File: config.mk
export PLATFORM = sky130hd
export DESIGN_NAME = stepper_io_ctrl
export DESIGN_NICKNAME = d
export VERILOG_FILES = /design/src/rtl/stepper_pkg.sv /design/src/rtl/stepper_channel.sv /design/src/rtl/stepper_io_ctrl.sv
export SDC_FILE = /design/constraint.sdc
export NUM_CORES = 1
export LEC_CHECK = 0
export BUFFER_PORTS_ARGS = -buffer_cell sky130_fd_sc_hd__buf_2
export CORE_MARGIN = 2
export CORE_UTILIZATION = 50
export CTS_CLUSTER_DIAMETER = 40
export DETAILED_ROUTE_END_ITERATION = 6
export PLACE_DENSITY = 0.67
export SLEW_MARGIN = 15
export SYNTH_ARGS = -nofsm -noshare
export SYNTH_HDL_FRONTEND = slang
export SYNTH_SLANG_ARGS = --single-unit
File: constraint.sdc
create_clock -name clock -period 13.7 [get_ports clock]
set_clock_uncertainty 0.2 [all_clocks]
set_input_delay 2.055 -clock clock [delete_from_list [all_inputs] [get_ports clock]]
set_output_delay 2.055 -clock clock [all_outputs]
set_load 0.05 [all_outputs]
File: src/rtl/stepper_pkg.sv
// Shared register map, state encoding and coil phase tables for the stepper controller.
// Build option: define STEPPER_HALF_STEP_EN for the 8-entry half-step sequence (default: 4-entry full-step).
package stepper_pkg;

  localparam logic [1:0] REG_CTRL   = 2'd0;
  localparam logic [1:0] REG_PERIOD = 2'd1;
  localparam logic [1:0] REG_TARGET = 2'd2;
  localparam logic [1:0] REG_STATUS = 2'd3;

  localparam int CTRL_W     = 5;
  localparam int CTRL_START = 0;
  localparam int CTRL_DIR   = 1;
  localparam int CTRL_HOME  = 2;
  localparam int CTRL_ABORT = 3;
  localparam int CTRL_HOLD  = 4;

  localparam int STAT_W         = 7;
  localparam int STAT_BUSY      = 0;
  localparam int STAT_DONE      = 1;
  localparam int STAT_HOMED     = 2;
  localparam int STAT_FAULT     = 3;
  localparam int STAT_PHASE_LSB = 4;

  typedef enum logic [1:0] {
    ST_IDLE = 2'd0,
    ST_RUN  = 2'd1,
    ST_HOME = 2'd2
  } ch_state_e;

  // Entry 0 is the rightmost element of each concatenation.
  localparam logic [3:0][3:0] FULL_SEQ = {4'b1001, 4'b0011, 4'b0110, 4'b1100};
  localparam logic [7:0][3:0] HALF_SEQ = {4'b1001, 4'b0001, 4'b0011, 4'b0010,
                                          4'b0110, 4'b0100, 4'b1100, 4'b1000};

`ifdef STEPPER_HALF_STEP_EN
  localparam int PH_W = 3;
  localparam logic [7:0][3:0] SEQ = HALF_SEQ;
`else
  localparam int PH_W = 2;
  localparam logic [3:0][3:0] SEQ = FULL_SEQ;
`endif

  function automatic logic [PH_W-1:0] next_phase(input logic [PH_W-1:0] phase, input logic fwd);
    return fwd ? phase + PH_W'(1) : phase - PH_W'(1);
  endfunction

endpackage

File: src/rtl/stepper_channel.sv
// One stepper channel: CTRL/PERIOD/TARGET registers, run/home FSM, step divider,
// limit synchroniser and coil drive.
module stepper_channel
  import stepper_pkg::*;
#(
  parameter int PERIOD_W = 24,
  parameter int STEP_W   = 16,
  parameter int POS_W    = 32
) (
  input  logic                clk_i,
  input  logic                rst_i,
  input  logic                ctrl_we_i,
  input  logic                period_we_i,
  input  logic                target_we_i,
  input  logic [31:0]         wr_data_i,
  input  logic                limit_i,
  output logic [3:0]          coils_o,
  output logic                busy_o,
  output logic                done_o,
  output logic [CTRL_W-1:0]   ctrl_o,
  output logic [PERIOD_W-1:0] period_o,
  output logic [STEP_W-1:0]   target_o,
  output logic [STAT_W-1:0]   status_o,
  output logic [POS_W-1:0]    pos_o
);

  ch_state_e           state_q, state_d;
  logic [CTRL_W-1:0]   ctrl_q, ctrl_d;
  logic [PERIOD_W-1:0] period_q, period_d;
  logic [STEP_W-1:0]   target_q, target_d;
  logic [PERIOD_W-1:0] per_s_q, per_s_d;
  logic [STEP_W-1:0]   tgt_s_q, tgt_s_d;
  logic [PERIOD_W-1:0] div_q, div_d;
  logic [STEP_W-1:0]   steps_q, steps_d;
  logic [PH_W-1:0]     phase_q, phase_d;
  logic [POS_W-1:0]    pos_q, pos_d;
  logic                dir_q, dir_d;
  logic                done_q, done_d;
  logic                homed_q, homed_d;
  logic                fault_q, fault_d;
  logic                lim_meta_q, lim_sync_q;
  logic                step;
  logic [PERIOD_W-1:0] period_eff;

  assign period_eff = (period_q < PERIOD_W'(2)) ? PERIOD_W'(2) : period_q;

  always_ff @(posedge clk_i or posedge rst_i) begin
    if (rst_i) begin
      state_q    <= ST_IDLE;
      ctrl_q     <= '0;
      period_q   <= '0;
      target_q   <= '0;
      per_s_q    <= '0;
      tgt_s_q    <= '0;
      div_q      <= '0;
      steps_q    <= '0;
      phase_q    <= '0;
      pos_q      <= '0;
      dir_q      <= 1'b0;
      done_q     <= 1'b0;
      homed_q    <= 1'b0;
      fault_q    <= 1'b0;
      lim_meta_q <= 1'b0;
      lim_sync_q <= 1'b0;
    end else begin
      state_q    <= state_d;
      ctrl_q     <= ctrl_d;
      period_q   <= period_d;
      target_q   <= target_d;
      per_s_q    <= per_s_d;
      tgt_s_q    <= tgt_s_d;
      div_q      <= div_d;
      steps_q    <= steps_d;
      phase_q    <= phase_d;
      pos_q      <= pos_d;
      dir_q      <= dir_d;
      done_q     <= done_d;
      homed_q    <= homed_d;
      fault_q    <= fault_d;
      lim_meta_q <= limit_i;
      lim_sync_q <= lim_meta_q;
    end
  end

  always_comb begin
    state_d  = state_q;
    ctrl_d   = ctrl_q;
    period_d = period_q;
    target_d = target_q;
    per_s_d  = per_s_q;
    tgt_s_d  = tgt_s_q;
    div_d    = div_q;
    steps_d  = steps_q;
    phase_d  = phase_q;
    pos_d    = pos_q;
    dir_d    = dir_q;
    done_d   = done_q;
    homed_d  = homed_q;
    fault_d  = fault_q;
    step     = 1'b0;

    if (ctrl_we_i)   ctrl_d   = CTRL_W'(wr_data_i);
    if (period_we_i) period_d = PERIOD_W'(wr_data_i);
    if (target_we_i) target_d = STEP_W'(wr_data_i);

    if (ctrl_we_i && wr_data_i[CTRL_ABORT]) begin
      state_d = ST_IDLE;
    end else begin
      case (state_q)
        ST_IDLE: begin
          if (ctrl_we_i && (wr_data_i[CTRL_HOME] || wr_data_i[CTRL_START])) begin
            state_d = wr_data_i[CTRL_HOME] ? ST_HOME : ST_RUN;
            dir_d   = wr_data_i[CTRL_HOME] ? 1'b0 : wr_data_i[CTRL_DIR];
            done_d  = 1'b0;
            fault_d = 1'b0;
            per_s_d = period_eff;
            tgt_s_d = target_q;
            div_d   = period_eff - PERIOD_W'(1);
            steps_d = '0;
          end
        end
        ST_RUN: begin
          if (lim_sync_q && !dir_q) begin
            state_d = ST_IDLE;
            fault_d = 1'b1;
          end else if (steps_q == tgt_s_q) begin
            state_d = ST_IDLE;
            done_d  = 1'b1;
          end else begin
            step = (div_q == '0);
          end
        end
        ST_HOME: begin
          if (lim_sync_q) begin
            state_d = ST_IDLE;
            pos_d   = '0;
            homed_d = 1'b1;
            done_d  = 1'b1;
          end else begin
            step = (div_q == '0);
          end
        end
        default: state_d = ST_IDLE;
      endcase
    end

    // The divider only runs while moving; a step reloads it for the next period.
    if (state_d == state_q && state_q != ST_IDLE) begin
      if (step) begin
        div_d   = per_s_q - PERIOD_W'(1);
        steps_d = steps_q + STEP_W'(1);
        phase_d = next_phase(phase_q, dir_q);
        pos_d   = dir_q ? pos_q + POS_W'(1) : pos_q - POS_W'(1);
      end else begin
        div_d = div_q - PERIOD_W'(1);
      end
    end
  end

  assign busy_o   = (state_q != ST_IDLE);
  assign done_o   = done_q;
  assign ctrl_o   = ctrl_q;
  assign period_o = period_q;
  assign target_o = target_q;
  assign pos_o    = pos_q;
  assign status_o = {3'(phase_q), fault_q, homed_q, done_q, busy_o};
  assign coils_o  = (busy_o || ctrl_q[CTRL_HOLD]) ? SEQ[phase_q] : 4'b0000;

endmodule

File: src/rtl/stepper_io_ctrl.sv
// Multi-channel memory-mapped stepper controller: address decode, registered read mux,
// done interrupt and one stepper_channel per coil port.
module stepper_io_ctrl
  import stepper_pkg::*;
#(
  parameter int N_CH     = 2,
  parameter int PERIOD_W = 24,
  parameter int STEP_W   = 16,
  parameter int POS_W    = 32
) (
  input  logic                     clock,
  input  logic                     reset,
  input  logic                     wr_en,
  input  logic [$clog2(N_CH)+1:0]  addr,
  input  logic [31:0]              wr_data,
  output logic [31:0]              rd_data,
  output logic [4*N_CH-1:0]        coils,
  input  logic [N_CH-1:0]          limit,
  output logic [N_CH-1:0]          busy,
  output logic                     irq
);

  localparam int AW = $clog2(N_CH) + 2;

  logic [AW-1:0]       ch_sel;
  logic [N_CH-1:0]     done_v;
  logic [CTRL_W-1:0]   ctrl_w   [N_CH];
  logic [PERIOD_W-1:0] period_w [N_CH];
  logic [STEP_W-1:0]   target_w [N_CH];
  logic [STAT_W-1:0]   status_w [N_CH];
  logic [POS_W-1:0]    pos_w    [N_CH];
  logic [31:0]         pos32    [N_CH];
  logic [31:0]         rd_data_q, rd_data_d;

  assign ch_sel = addr >> 2;

  for (genvar c = 0; c < N_CH; c++) begin : g_ch
    logic ch_we;
    assign ch_we    = wr_en && (ch_sel == AW'(c));
    assign pos32[c] = 32'($signed(pos_w[c]));

    stepper_channel #(
      .PERIOD_W (PERIOD_W),
      .STEP_W   (STEP_W),
      .POS_W    (POS_W)
    ) u_ch (
      .clk_i       (clock),
      .rst_i       (reset),
      .ctrl_we_i   (ch_we && addr[1:0] == REG_CTRL),
      .period_we_i (ch_we && addr[1:0] == REG_PERIOD),
      .target_we_i (ch_we && addr[1:0] == REG_TARGET),
      .wr_data_i   (wr_data),
      .limit_i     (limit[c]),
      .coils_o     (coils[4*c +: 4]),
      .busy_o      (busy[c]),
      .done_o      (done_v[c]),
      .ctrl_o      (ctrl_w[c]),
      .period_o    (period_w[c]),
      .target_o    (target_w[c]),
      .status_o    (status_w[c]),
      .pos_o       (pos_w[c])
    );
  end

  always_comb begin
    rd_data_d = '0;
    for (int c = 0; c < N_CH; c++) begin
      if (ch_sel == AW'(c)) begin
        case (addr[1:0])
          REG_CTRL:   rd_data_d = 32'(ctrl_w[c]);
          REG_PERIOD: rd_data_d = 32'(period_w[c]);
          REG_TARGET: rd_data_d = 32'(target_w[c]);
          default: begin
            rd_data_d = 32'(status_w[c]);
            // Wide position counters expose their upper bits in the STATUS word.
            if (POS_W > 24) rd_data_d[31:8] = pos32[c][31:8];
          end
        endcase
      end
    end
  end

  always_ff @(posedge clock or posedge reset) begin
    if (reset) rd_data_q <= '0;
    else       rd_data_q <= rd_data_d;
  end

  assign rd_data = rd_data_q;
  assign irq     = |done_v;

endmodule

==> results.ini <==
[cts]
cts_root_buffer = clkbuf_16
clk_pin_slew_ps = 50
cts_tree = built
cts_max_level = 2
clock_path_buffers = 3
clkLatencyLatePin_ps = 630
ctsHoldBuffers = 0
cts_num_sinks = 366
cts_buffers = 60
cts.repair.resized = 0
postCtsSetupRepairBufs = 0

[synthesis]
syn_area_sq_mm = 0.0207
synth.distinct_cells = 82
post_synth_main_area_contributors = dfrtp_1 (44%), nand2_1 (6.6%), mux2_2 (5.9%), ha_1 (4.4%), a21oi_1 (3.7%)
synth_edf_count = 0
synth_common_cells = dfrtp_1 (366), nand2_1 (363), nor2_1 (153)
syn_avg_cell_area_sq_um = 9.38
synth_most_common_cell = dfrtp_1
synthesis.nets = 2322
synth_top_area_share_pct = 44.2
yosys_register_bits = 366
async_flop_share_pct = 100
ys.flop_type = dfrtp_1
yosysTopAreaCell = dfrtp_1
yosys_warnings = 0
syn_inst = 2208
yosysSeqAreaShare_pct = 44.2

[finish]
final_util_pct = 57.9
area_growth_pct = 14.2
register_area_sq_mm = 0.00916
fin_area_sq_mm = 0.0236
multi_input_area_sq_mm = 0.0110
fillers = 3535
drive_gt1_share_pct = 16.3
finalNetCount = 2382

[floorplan]
die_area_sq_mm = 0.0430
rows = 74
start_util_pct = 50.7
io_pins = 83
die_h_um = 207
die_w_um = 207
core_sq_mm = 0.0408

[sta]
worstMarginPinSlew_ps = 1080
max_freq_ghz = 0.155
slew_headroom_pct = 26.0
min_period_over_period_pct = 47.1
rsz0062_at_grt = no
setup_tns_ps = 0
hold_viol = 0
finalCriticalPeriod_ps = 6450
finalMaxSlewViolations = 0
setup_viol = 0
setup_ws_ps = 7250

[power_and_ir_drop]
p_per_area_mw_per_mm2 = 192
p_leak_uw = 0.0108
max-vdd-ir-drop_mv = 0.109

[placement]
gp_congestion = 0.946
dpl-instance-area_sq_mm = 0.0216
pre_cts_ws_ps = 6750
place_hpwl_um = 39000
io_buffers = 74

[route]
routed_wirelength_um = 57200
avgViaCountPerCell = 6.05
ant_nets = 0
first_iter_violations = 1381
first_pass_iters = 5
vias = 17200
wl_per_cell_um = 20.1
drc = 0

[hold_path]
hold_class = reg2reg
min_from = g_ch[0].u_ch.lim_meta_q
worstHoldPathCells = 0

[setup_path]
crit_top_cell = nor2_1
ff2ff_path_depth = 16
cp_data_arrival_time_ps = 6710
crit_path_start_kind = primary input
path_class = in2reg
cp-startpoint = addr[2]
endpoint_kind = flop
slowest_stage = or4b_1
path_max_fanout = 51
reg2reg_from = g_ch[0].u_ch.steps_q[6]
cp.required_ps = 13960
worstPathCellList = buf_2 -> buf_4 -> or4b_1 -> nor2_1 -> nor3_1 -> o21ai_1 -> o22ai_1 -> nand2_1 -> buf_4 -> nor2_1 -> nor2_1 -> ha_1 -> o211ai_1 -> nor4_1 -> o21a_1 -> nand4_1 -> xnor2_1 -> a21oi_1
slowest_delay_ps = 820

[global_routing]
grt_pass1_wl_um = 93200
grt_start_max_net_pins = 87
track_usage_pct = 26.8
grt_pass1_vias = 17100
antenna_found_initial = 4
grt-ovfl-total = 0

[status]
status = finished, final reports clean

[flow_run]
cap_violations = 0

==> sequential cells by signal (all words and copies together) (netlist names) <==
signal,count
g_ch.u_ch.div_q,48
g_ch.u_ch.dir_q,2
g_ch.u_ch.fault_q,2
g_ch.u_ch.done_o,2
g_ch.u_ch.per_s_q,48
g_ch.u_ch.ctrl_o,10
g_ch.u_ch.state_q,4
rd_data,32
g_ch.u_ch.homed_q,2
g_ch.u_ch.period_o,48
g_ch.u_ch.steps_q,32
g_ch.u_ch.lim_sync_q,2
g_ch.u_ch.phase_q,4
g_ch.u_ch.lim_meta_q,2
g_ch.u_ch.pos_o,64
g_ch.u_ch.target_o,32
g_ch.u_ch.tgt_s_q,32
==> kinds of logic (layout without fill, tap and decap cells) <==
kind of cell             Yosys count  after routing  synth area share (%)
multiplexers                     148            148                  8.90
AND/OR/NAND/NOR                  843            843                  18.9
AO/OA/AOI/OAI                    506            506                  15.1
other                              0              1                     0
buffers and inverters            139            248                  2.70
XOR/XNOR                         132            132                  5.62
flip-flops                       366            366                  44.2
adder cells (fa/ha/maj)           74             74                  4.55
==> cell type report <==
cell class,count,share of cell area (%)
multi-input cells,1703,46.6
flip-flops and latches,366,38.7
clock buffers,69,6.66
well taps,532,2.81
repair buffers,106,2.58
clock inverters,42,2.04
inverters,31,0.524
diodes,1,0.0106
==> cells in the final DEF, fill, tap and decap left out, types with 7 or more instances in the layout <==
master      count
clkbuf_16      60
and2_1         15
nand3_1       115
nand4_1        25
nor2_1        153
mux4_2         18
a211oi_1       14
xor2_1         52
a221oi_1       16
nand2_1       362
or3_1           8
bufinv_16       7
a211o_1         8
o31ai_1        20
inv_6          10
clkinv_2       11
a21oi_1       152
o21ai_0       152
a31oi_1        16
nor2b_1        12
buf_2          74
or2_2           7
o21bai_1       12
dfrtp_1       366
ha_1           72
mux2_2        108
inv_1          29
o211ai_1        9
nor3_1         37
mux2i_1        22
buf_4          32
xnor2_1        79
clkinvlp_4      9
a21o_1         33
o21a_1         12
a22oi_1        12
and3_1         18
nand2b_1       17
nor4_1         29
==> per-layer routing <==
metal  vias up  global-route usage [%]  wire, um
li1       8069                       -         -
met5         -                       0        44
met2       541                    41.7     25900
met3       112                    4.86      3770
met1      8504                    37.8     25700
met4         6                    9.26      1760
==> where the power goes <==
group	switching, uW	leakage [uW]	internal, uW
logic	849	0.00515	568
clock network	567	0.000992	964
registers	266	0.00470	1330
total	1680	0.0108	2860
==> worst paths after layout <==
check | to | slack [ps]
worst max-delay path | g_ch[0].u_ch.div_q[16] | 7250
min in group asynchronous | g_ch[0].u_ch.period_o[6] | 1300
max in group asynchronous | g_ch[0].u_ch.pos_o[0] | 9700
worst min-delay path | g_ch[0].u_ch.lim_sync_q | 160
worst max register to register | g_ch[0].u_ch.div_q[16] | 8650
worst min register to register | g_ch[0].u_ch.lim_sync_q | 160
==> stage by stage <==
stage               std cells  power, uW  hold WS [ps]
CTS                      2849       4560           159
finish                   2850       4540           159
global placement         2738       2950           139
global route             2849       4820           166
detailed placement       2738       3000           144
floorplan                2208       2630           131
==> worst max-delay path, delay by kind of cell <==
| kind | cells | cell delay, ps |
|---|---|---|
| XOR/XNOR | 1 | 190 |
| adder cells (fa/ha/maj) | 1 | 300 |
| buffers and inverters | 3 | 780 |
| AO/OA/AOI/OAI | 5 | 1140 |
| AND/OR/NAND/NOR | 8 | 2220 |
Power figures use the tool's default switching activity.
